$ cat src/rtl/in_cell.sv
// Input cell: pad buffer plus an optional synchronized, glitch-filtered,
// edge-detecting registered path. IN_BUFF is a pure pass-through; IN_REG
// adds a synchronizer chain, a persistence filter and rise/fall pulses.
module in_cell #(
    parameter string MODE        = "IN_REG",
    parameter int    SYNC_STAGES = 2,
    parameter int    FILTER_LEN  = 0,
    parameter logic  INIT        = 1'b0
) (
    input  logic IQC,
    input  logic QRT,
    input  logic IQE,
    input  logic IPAD,
    output logic IZ,
    output logic IQZ,
    output logic IQR,
    output logic IQF
);

    // Parameter legality is enforced at elaboration so a bad configuration
    // never reaches silicon.
    if ((SYNC_STAGES < 1) || (SYNC_STAGES > 3)) begin : g_bad_sync
        $error("in_cell: SYNC_STAGES must be in 1..3");
    end
    if ((FILTER_LEN < 0) || (FILTER_LEN > 15)) begin : g_bad_filter
        $error("in_cell: FILTER_LEN must be in 0..15");
    end

    // The unregistered tap is always a straight wire from the pad.
    assign IZ = IPAD;

    if (MODE == "IN_REG") begin : g_reg
        localparam logic [3:0] FL = 4'(FILTER_LEN);

        logic [SYNC_STAGES-1:0] r_sync;
        logic [3:0]             r_cnt;
        logic                   r_iqz;
        logic                   r_iqr;
        logic                   r_iqf;

        logic       w_s;
        logic [3:0] w_cnt_nxt;
        logic       w_iqz_nxt;
        logic       w_rise;
        logic       w_fall;

        assign w_s = r_sync[SYNC_STAGES-1];

        // Synchronizer chain: shifts every cycle regardless of IQE.
        always_ff @(posedge IQC) begin
            if (QRT) begin
                r_sync <= {SYNC_STAGES{INIT}};
            end else begin
                r_sync[0] <= IPAD;
                for (int i = 1; i < SYNC_STAGES; i++) begin
                    r_sync[i] <= r_sync[i-1];
                end
            end
        end

        // Filter decision: a level must be seen on FILTER_LEN+1 enabled
        // cycles in a row before it is accepted; any return to the current
        // output level restarts the count, and IQE low freezes it.
        always_comb begin
            w_cnt_nxt = r_cnt;
            w_iqz_nxt = r_iqz;
            w_rise    = 1'b0;
            w_fall    = 1'b0;
            if (w_s == r_iqz) begin
                w_cnt_nxt = 4'd0;
            end else if (IQE) begin
                if (r_cnt == FL) begin
                    w_iqz_nxt = w_s;
                    w_cnt_nxt = 4'd0;
                    w_rise    = w_s;
                    w_fall    = ~w_s;
                end else begin
                    w_cnt_nxt = 4'(r_cnt + 4'd1);
                end
            end else begin
                w_cnt_nxt = r_cnt;
                w_iqz_nxt = r_iqz;
            end
        end

        // Output register, filter counter and one-cycle edge pulses.
        always_ff @(posedge IQC) begin
            if (QRT) begin
                r_cnt <= 4'd0;
                r_iqz <= INIT;
                r_iqr <= 1'b0;
                r_iqf <= 1'b0;
            end else begin
                r_cnt <= w_cnt_nxt;
                r_iqz <= w_iqz_nxt;
                r_iqr <= w_rise;
                r_iqf <= w_fall;
            end
        end

        assign IQZ = r_iqz;
        assign IQR = r_iqr;
        assign IQF = r_iqf;
    end else if (MODE == "IN_BUFF") begin : g_buff
        // Pure buffer: no state, clock/reset/enable intentionally unused.
        logic w_unused_buff;
        assign w_unused_buff = ^{IQC, QRT, IQE};
        assign IQZ = IPAD;
        assign IQR = 1'b0;
        assign IQF = 1'b0;
    end else begin : g_bad_mode
        $error("in_cell: MODE must be IN_REG or IN_BUFF");
        assign IQZ = 1'b0;
        assign IQR = 1'b0;
        assign IQF = 1'b0;
    end

endmodule
$ cat config.mk
export PLATFORM = sky130hd
export DESIGN_NAME = in_cell
export DESIGN_NICKNAME = d
export VERILOG_FILES = /design/src/rtl/in_cell.sv
export SDC_FILE = /design/constraint.sdc
export NUM_CORES = 1
export LEC_CHECK = 0
export BUFFER_PORTS_ARGS = -buffer_cell sky130_fd_sc_hd__buf_2
export CORE_AREA = 2 2 39 41
export CTS_BUF_LIST = sky130_fd_sc_hd__clkbuf_8
export CTS_CLUSTER_DIAMETER = 50
export CTS_CLUSTER_SIZE = 16
export DETAILED_ROUTE_END_ITERATION = 16
export DIE_AREA = 0 0 41 43
export HOLD_SLACK_MARGIN = 0.05
export SLEW_MARGIN = 20
export SYNTH_ARGS = -nofsm -noshare
export SYNTH_HDL_FRONTEND = slang
export SYNTH_SLANG_ARGS = --single-unit
$ cat constraint.sdc
create_clock -name IQC -period 1.1 [get_ports IQC]
set_input_delay 0.11 -clock IQC [delete_from_list [all_inputs] [get_ports IQC]]
set_output_delay 0.11 -clock IQC [all_outputs]
set_load 0.05 [all_outputs]
# After elaboration in Yosys (flattened, before gate mapping)
# Cells that the tools add are included.
totals:
  ff_bits: 9
  output_inout_bits: 4
op_classes:
  eq_ne: 1
  reduce_logical: 4
  n_mux: 1
  addsub: 1
  bitwise: 4
ops:
  columns: ["op", "count"]
  rows:
  - ["4-bit by 1-bit adder with 4-bit output, second input constant", 1]
  - ["4-bit logical NOT", 1]
  - ["4-bit two-way mux", 1]
  - ["1-bit inverter", 4]
  - ["4-bit OR reduction", 1]
  - ["3-bit AND reduction", 1]
  - ["2-bit OR reduction", 1]
  - ["1-bit equality test", 1]

# Logic depth before layout (Yosys ltp)
# Gate-level depths: netlist (run 1).
depth:
  ltp_word: 3
  depth_mapped: 5

# Worst setup path after synthesis (run 1)
# Ideal clock, no wire load.
synth_path:
  kind: "register to register"
  from: "reg g_reg.r_iqz, in the netlist IQZ"
  to: "reg g_reg.r_cnt[0]"
  stages_incl_launch_ff: 4
  path_buffers: 0
  arrival_ns: 1.086
  setup_slack_ns: -0.051
  required_ns: 1.036
  setup_time_ns: 0.064
  cell_sequence: "dfxtp_1 > xor2_1 > nand3b_1 > nor2_1"
synth_via:
  elab_chain_cells: 2
synth_lines:
  columns: ["item", "line", "rtl"]
  rows:
  - ["start: declaration", "37", "logic r_iqz;"]
  - ["start signal: assignment", "95", "r_iqz <= w_iqz_nxt;"]
  - ["1-bit equality test", "69", "if (w_s == r_iqz) begin"]
  - ["2-bit OR reduction (no source line)", null, null]
  - ["end signal: assignment", "94", "r_cnt <= w_cnt_nxt;"]
  - ["end: declaration", "36", "logic [3:0] r_cnt;"]
# No other way between the ends.
# A chain may end at the register's enable or synchronous reset.

# Worst setup path in the final report (run 1)
layout_path:
  from: "reg g_reg.r_cnt[0]"
  to: "reg g_reg.r_cnt[3]"
layout_via:
  elab_chain_cells: 2
  word_cells_on_any_way: 3
layout_lines:
  columns: ["item", "line", "rtl"]
  rows:
  - ["4-bit by 1-bit adder with 4-bit output / 4-bit logical NOT (equally long branches)", "78, 72", null]
  - ["4-bit two-way mux (*)", "72", "if (r_cnt == FL) begin"]
# Mark *: on every way between the ends. The rest lies on a longest branch, timed or not.

==> reports/results.tsv, run 1 <==
stage	metric	value	unit
sta	period_share	95.4	%
worst_setup_path	crit_buf_inv	1	
worst_setup_path	path_cells	inv_1 > ha_4 > nand4bb_4 > nand3b_1 > nor2_1	
synthesis	post_synth.cell_area_avg	11.0	um^2
floorplan	die_x	41	um
worst_setup_path	crit_type	flop to flop	
sta	finalHoldViolations	0	
clock_network	cts_buffer_depth	2	
floorplan	io_pins	8	
power_and_ir_drop	ir_worst_vdd	0.000490	V
floorplan	die-area	1760	um^2
worst_setup_path	reg2reg_depth	5	
global_route	grt_pass1_wl	1.06	mm
floorplan	core_area	1380	um^2
finish	fin_util	36.4	%
place	routabilityCongestion	0.610	
global_route	grt_max_degree	8	
sta	finalSetupViolCount	0	
synthesis	ys_warn_count	0	
drt	drt_wl_total	661	um
synthesis	synth_cell_types	16	
worst_setup_path	reg2reg_from	g_reg.r_cnt[0]$_SDFFE_PP0P_	
drt	drc	0	
sta	fin_crit	1.05	ns
clock_network	ctsRootBufferMaster	clkbuf_8	
place	dp_hpwl	437	um
worst_setup_path	rr_endpoint	g_reg.r_cnt[3]$_SDFFE_PP0P_	
clock_network	postCtsSetupRepairBufs	0	
hold_path	holdPathEnd	g_reg.r_sync[0]$_SDFF_PP0_	
run_status	status	finished, final reports clean	
hold_path	whs_path_depth	2	
synthesis	synth.net_count	40	
worst_setup_path	required	1.22	ns
power_and_ir_drop	powerDensity	1500	nW/um^2
flow_run	cap_violations	0	
drt	antenna_left	0	
drt	drt_iter0_drc	1	
sta	worstMarginPinSlew	0.247	ns
drt	wl_per_cell	10.8	um
finish	layout-drive-gt1-share	44.4	%
global_route	grt_overflow	0	
drt	via_per_inst	4.21	
hold_path	hold_start	IPAD	
drt	vias	257	
worst_setup_path	path_delay_family	simple AND/OR/NAND/NOR gates	
sta	clock_skew	0.00150	ns
sta	max-slew-margin-rel	83.6	%
synthesis	synth-seq-cells	9	
clock_network	cts_max_level	1	
hold_path	min_path_type	input pin to flop	
finish	nets	52	
clock_network	ctsHoldBuffers	0	
worst_setup_path	critPathMaxStageDelay	0.31	ns
finish	final_common_cell	buf_2	
place	portBuffers	7	
finish	layout_common_cells	7 x buf_2, 6 x dfxtp_1, 4 x nor2_1	
worst_setup_path	rrSetupSlack	0.05	ns
synthesis	yosysSeqAreaShare	48.3	%
finish	syn2layout_area_growth	35.2	%
worst_setup_path	arrival	1.17	ns
worst_setup_path	end_kind	flop	
clock_network	cts.sinks	9	
floorplan	start_util	26.9	%
worst_setup_path	cp_max_fo	4	
drt	first_pass_iters	4	
floorplan	rows	14	
clock_network	clk_pin_slew_worst_paths	0.05	ns
sta	clock.fmax	953	MHz
clock_network	numCtsBuffers	3	
synthesis	synth_area	373	um^2
sta	hold_ws	0.104	ns
synthesis	syn_inst	34	
worst_setup_path	crit_path_top_delay_cell	dfxtp_2	
sta	maxSlewViolCount	0	
floorplan	die_h	43	um
finish	diodes	0	
worst_setup_path	start_kind	flop	
global_route	grt_pass1_vias	254	
clock_network	clk_latency	0.23	ns
global_route	antenna_found_initial	0	
clock_network	cts_tree	yes	
global_route	grt_util_all_layers	10.7	%
power_and_ir_drop	p_leak	0.208	nW
sta	setup_tns	0	ns
-- flip-flops by register name, indices dropped and copies added, names as in the netlist --
register / count
IQZ: 1
IQF: 1
g_reg.r_cnt: 4
g_reg.r_sync: 2
IQR: 1
-- stage by stage --
stage          power [mW]  cells  cell area, um^2  setup slack, ns
2_1_floorplan       0.377     34              374           0.0312
5_1_grt             0.798     61              504          -0.0313
3_5_place_dp        0.392     57              429         -0.00334
4_1_cts             0.770     61              480          0.00294
6_report            0.758     61              504           0.0503
3_3_place_gp        0.392     57              429           0.0197
-- worst reg2reg max path: cells and delay by family (launching register included) --
family | cells | cell delay, ns
fa+ha+maj | 1 | 0.15
simple gates | 3 | 0.38
flops | 1 | 0.31
buf+inv | 1 | 0.09
-- per-layer routing --
metal / wire, um / vias to the layer above / global-route usage, %
met1: 296 / 111 / 10.1
met5: 0 / - / 0
li1: - / 136 / -
met3: 34 / 2 / 4.71
met4: 34 / 0 / 16.0
met2: 296 / 8 / 13.1
-- Yosys cell counts (all sizes together) --
library cell	number	share of area (%)
inv	2	2.0
nor4b	2	4.7
and3b	1	2.3
buf	1	2.0
mux2i	1	2.7
nand3b	1	2.0
xnor2	1	2.3
dfxtp	9	48
o21ai	1	1.3
nand4bb	1	7.4
nand4	1	1.7
nand2	2	2.0
ha	2	6.7
nor2b	2	3.4
nor2	4	4.0
xor2	3	7.0
-- worst max path at each step --
| stage | start | endpoint | slack (ns) | depth (start not counted) |
|---|---|---|---|---|
| floorplan | g_reg.r_cnt[0]$_SDFFE_PP0P_ | IQZ$_SDFFE_PP0P_ | 0.03 | 5 |
| finish | g_reg.r_cnt[0]$_SDFFE_PP0P_ | g_reg.r_cnt[3]$_SDFFE_PP0P_ | 0.05 | 5 |
| detailed placement | g_reg.r_cnt[1]$_SDFFE_PP0P_ | IQF$_SDFF_PP0_ | -0.003 | 4 |
| CTS | g_reg.r_cnt[1]$_SDFFE_PP0P_ | IQZ$_SDFFE_PP0P_ | 0.003 | 5 |
| global placement | g_reg.r_cnt[1]$_SDFFE_PP0P_ | g_reg.r_cnt[1]$_SDFFE_PP0P_ | 0.02 | 5 |
| global route | g_reg.r_cnt[0]$_SDFFE_PP0P_ | IQR$_SDFF_PP0_ | -0.03 | 4 |
-- what timing repair did --
item,in CTS,in global routing
gates resized for setup,1,7
cloned,0,0
endpoints found under the setup margin,1,7
pin swaps,2,3
-- power breakdown --
part / internal [mW] / switching, mW
registers: 0.333 / 0.00395
clock network: 0.243 / 0.126
logic: 0.0206 / 0.0322
total: 0.597 / 0.162
-- logic make-up (layout without fill, tap and decap cells) --
kind of cell,count (synthesis),count (layout),share of synthesized area [%]
AOI/OAI and AO/OA,1,1,1.34
xor gates and xnor gates,4,4,9.40
adders and majority gates,2,2,6.71
buffers and inverters,3,14,4.03
DFF,9,9,48.3
muxes,1,1,2.68
and+or+nand+nor,14,14,27.5
-- cell type report --
cell class	count	area (um^2)
multi-input combinational	22	205
tap	16	20.0
inverter	2	7.51
clock buffer	3	41.3
timing repair buffer	8	42.5
clock inverter	1	3.75
sequential	9	184
fill	155	880
Note: power is estimated with default switching activity, not from simulation.
==> run 2: changes to the inputs <==
--- a/config.mk
+++ b/config.mk
@@ -8,11 +8,12 @@
 export BUFFER_PORTS_ARGS = -buffer_cell sky130_fd_sc_hd__buf_2
 export CORE_AREA = 2 2 39 41
 export CTS_BUF_LIST = sky130_fd_sc_hd__clkbuf_8
-export CTS_CLUSTER_DIAMETER = 50
+export CTS_CLUSTER_DIAMETER = 100
 export CTS_CLUSTER_SIZE = 16
 export DETAILED_ROUTE_END_ITERATION = 16
 export DIE_AREA = 0 0 41 43
 export HOLD_SLACK_MARGIN = 0.05
+export RECOVER_POWER = 50
 export SLEW_MARGIN = 20
 export SYNTH_ARGS = -nofsm -noshare
 export SYNTH_HDL_FRONTEND = slang
==> run 2 against run 1 <==
  * Worst setup slack unchanged
  * Clock-buffer cell count unchanged
  * Sequential share of layout area is 0.18 points higher
  * Critical path depth did not move
  * Clock power is essentially flat
  * Die area stayed put
  * Combinational power shrank 2%
  * Largest power group unchanged
==> reports/results.tsv, run 2 (synthesized netlist as in run 1, its figures left out) <==
stage	metric	value	unit
global_route	grt_pass1_wl	1.06	mm
clock_network	cts.sinks	9	
floorplan	start_util	26.9	%
finish	layout-drive-gt1-share	40.0	%
finish	diodes	0	
global_route	grt_max_degree	8	
finish	final_common_cell	dfxtp_1	
worst_setup_path	crit_type	flop to flop	
drt	drt_wl_total	658	um
worst_setup_path	start_kind	flop	
flow_run	cap_violations	0	
power_and_ir_drop	ir_worst_vdd	0.000489	V
hold_path	min_path_type	input pin to flop	
power_and_ir_drop	p_total	757	uW
power_and_ir_drop	swShare	21.4	%
global_route	antenna_found_initial	0	
finish	syn2layout_area_growth	34.6	%
power_and_ir_drop	powerDensity	1510	nW/um^2
sta	clock_skew	0.00150	ns
clock_network	cts_max_level	1	
sta	finalSetupViolCount	0	
place	dp_hpwl	437	um
floorplan	core_area	1380	um^2
floorplan	die_h	43	um
finish	top_register	g_reg.r_cnt	
finish	fin_util	36.3	%
clock_network	postCtsSetupRepairBufs	0	
finish	layout_common_cells	6 x dfxtp_1, 4 x nor2_1	
clock_network	clk_pin_slew_worst_paths	0.05	ns
run_status	status	finished, final reports clean	
clock_network	clk_latency	0.23	ns
sta	worstMarginPinSlew	0.587	ns
global_route	grt_util_all_layers	10.7	%
finish	largest_register_ffs	4	
sta	period_share	95.4	%
clock_network	cts_buffer_depth	2	
sta	clock.fmax	953	MHz
floorplan	rows	14	
global_route	grt_pass1_vias	254	
sta	finalHoldViolations	0	
power_and_ir_drop	p_comb_share	6.8	%
power_and_ir_drop	p_leak	0.201	nW
finish	reg_top3	g_reg.r_cnt (4), g_reg.r_sync (2)	
power_and_ir_drop	p_switching	162	uW
power_and_ir_drop	power_frac_clock	48.6	%
power_and_ir_drop	p_int	595	uW
place	portBuffers	7	
drt	drc	0	
sta	maxSlewViolCount	0	
worst_setup_path	arrival	1.17	ns
clock_network	cts_tree	yes	
drt	via_per_inst	4.21	
drt	wl_per_cell	10.8	um
drt	drt_iter0_drc	1	
floorplan	die-area	1760	um^2
clock_network	ctsRootBufferMaster	clkbuf_8	
drt	antenna_left	0	
finish	nets	52	
place	routabilityCongestion	0.610	
power_and_ir_drop	power_frac_seq	44.5	%
worst_setup_path	required	1.22	ns
global_route	grt_overflow	0	
worst_setup_path	cp_max_fo	4	
drt	first_pass_iters	4	
clock_network	numCtsBuffers	3	
sta	max-slew-margin-rel	61.1	%
floorplan	io_pins	8	
worst_setup_path	end_kind	flop	
floorplan	die_x	41	um
sta	fin_crit	1.05	ns
drt	vias	257	
run 2: changes by cell type in the layout (fill, tap and decap cells not counted):
cell      change
clkbuf_1      +2
clkbuf_2      +2
buf_2         -4
run 2: metrics by stage:
stage	setup WS, ns	hold WS [ns]	cell area (um^2)	TNS, ns	cells
after floorplan	0.0312	0.175	374	0	34
after global placement	0.0197	0.333	429	0	57
after detailed placement	-0.00334	0.342	429	-0.00334	57
after CTS	0.00294	0.104	480	0	61
after global routing	-0.0313	0.128	502	-0.0989	61
final	0.0503	0.106	502	0	61
run 2: path summary, 6_finish.rpt:
path / from / endpoint / slack (ns) / depth (start not counted)
worst max-delay path: g_reg.r_cnt[0]$_SDFFE_PP0P_ / g_reg.r_cnt[3]$_SDFFE_PP0P_ / 0.05 / 5
worst min-delay path: IPAD / g_reg.r_sync[0]$_SDFF_PP0_ / 0.11 / 2
worst max register to register: g_reg.r_cnt[0]$_SDFFE_PP0P_ / g_reg.r_cnt[3]$_SDFFE_PP0P_ / 0.05 / 5
worst min register to register: g_reg.r_sync[0]$_SDFF_PP0_ / g_reg.r_sync[1]$_SDFF_PP0_ / 0.44 / 1
run 2: critical path: stages, from the launching register on:
cell and delay, ns:
dfxtp_2 0.31, inv_1 0.09, ha_4 0.15, nand4bb_4 0.14, nand3b_1 0.18, nor2_1 0.06
run 2: repair_timing:
item,CTS,global route
endpoints found under the setup margin,1,7
pin swaps,2,3
gates resized for setup,1,7
hold buffers,0,0
endpoints found under the hold margin,0,0
run 2: final cells by class:
type                    count  area [um^2]
repair buffers              8         40.0
clock buffers               3         41.3
multi-input cells          22          205
clock inverters             1         3.75
inverters                   2         7.51
flip-flops and latches      9          184
well taps                  16         20.0
fillers                   155          882
run 2: power groups by stage:
stage | Clock, mW | Sequential, mW | Combinational (mW)
2_1_floorplan | 0 | 0.349 | 0.0279
3_3_place_gp | 0 | 0.343 | 0.0491
3_5_place_dp | 0 | 0.343 | 0.0496
4_1_cts | 0.383 | 0.337 | 0.0507
5_1_grt | 0.403 | 0.338 | 0.0565
6_report | 0.368 | 0.337 | 0.0517
run 2: routing by layer:
| metal | part of all wire, % | vias up | wire (um) | track usage [%] |
|---|---|---|---|---|
| met1 | 45 | 111 | 295 | 10.1 |
| met2 | 45 | 8 | 297 | 13.1 |
| li1 | - | 136 | - | - |
| met4 | 5.2 | 0 | 34 | 16.0 |
| met5 | 0 | - | 0 | 0 |
| met3 | 4.7 | 2 | 31 | 4.71 |
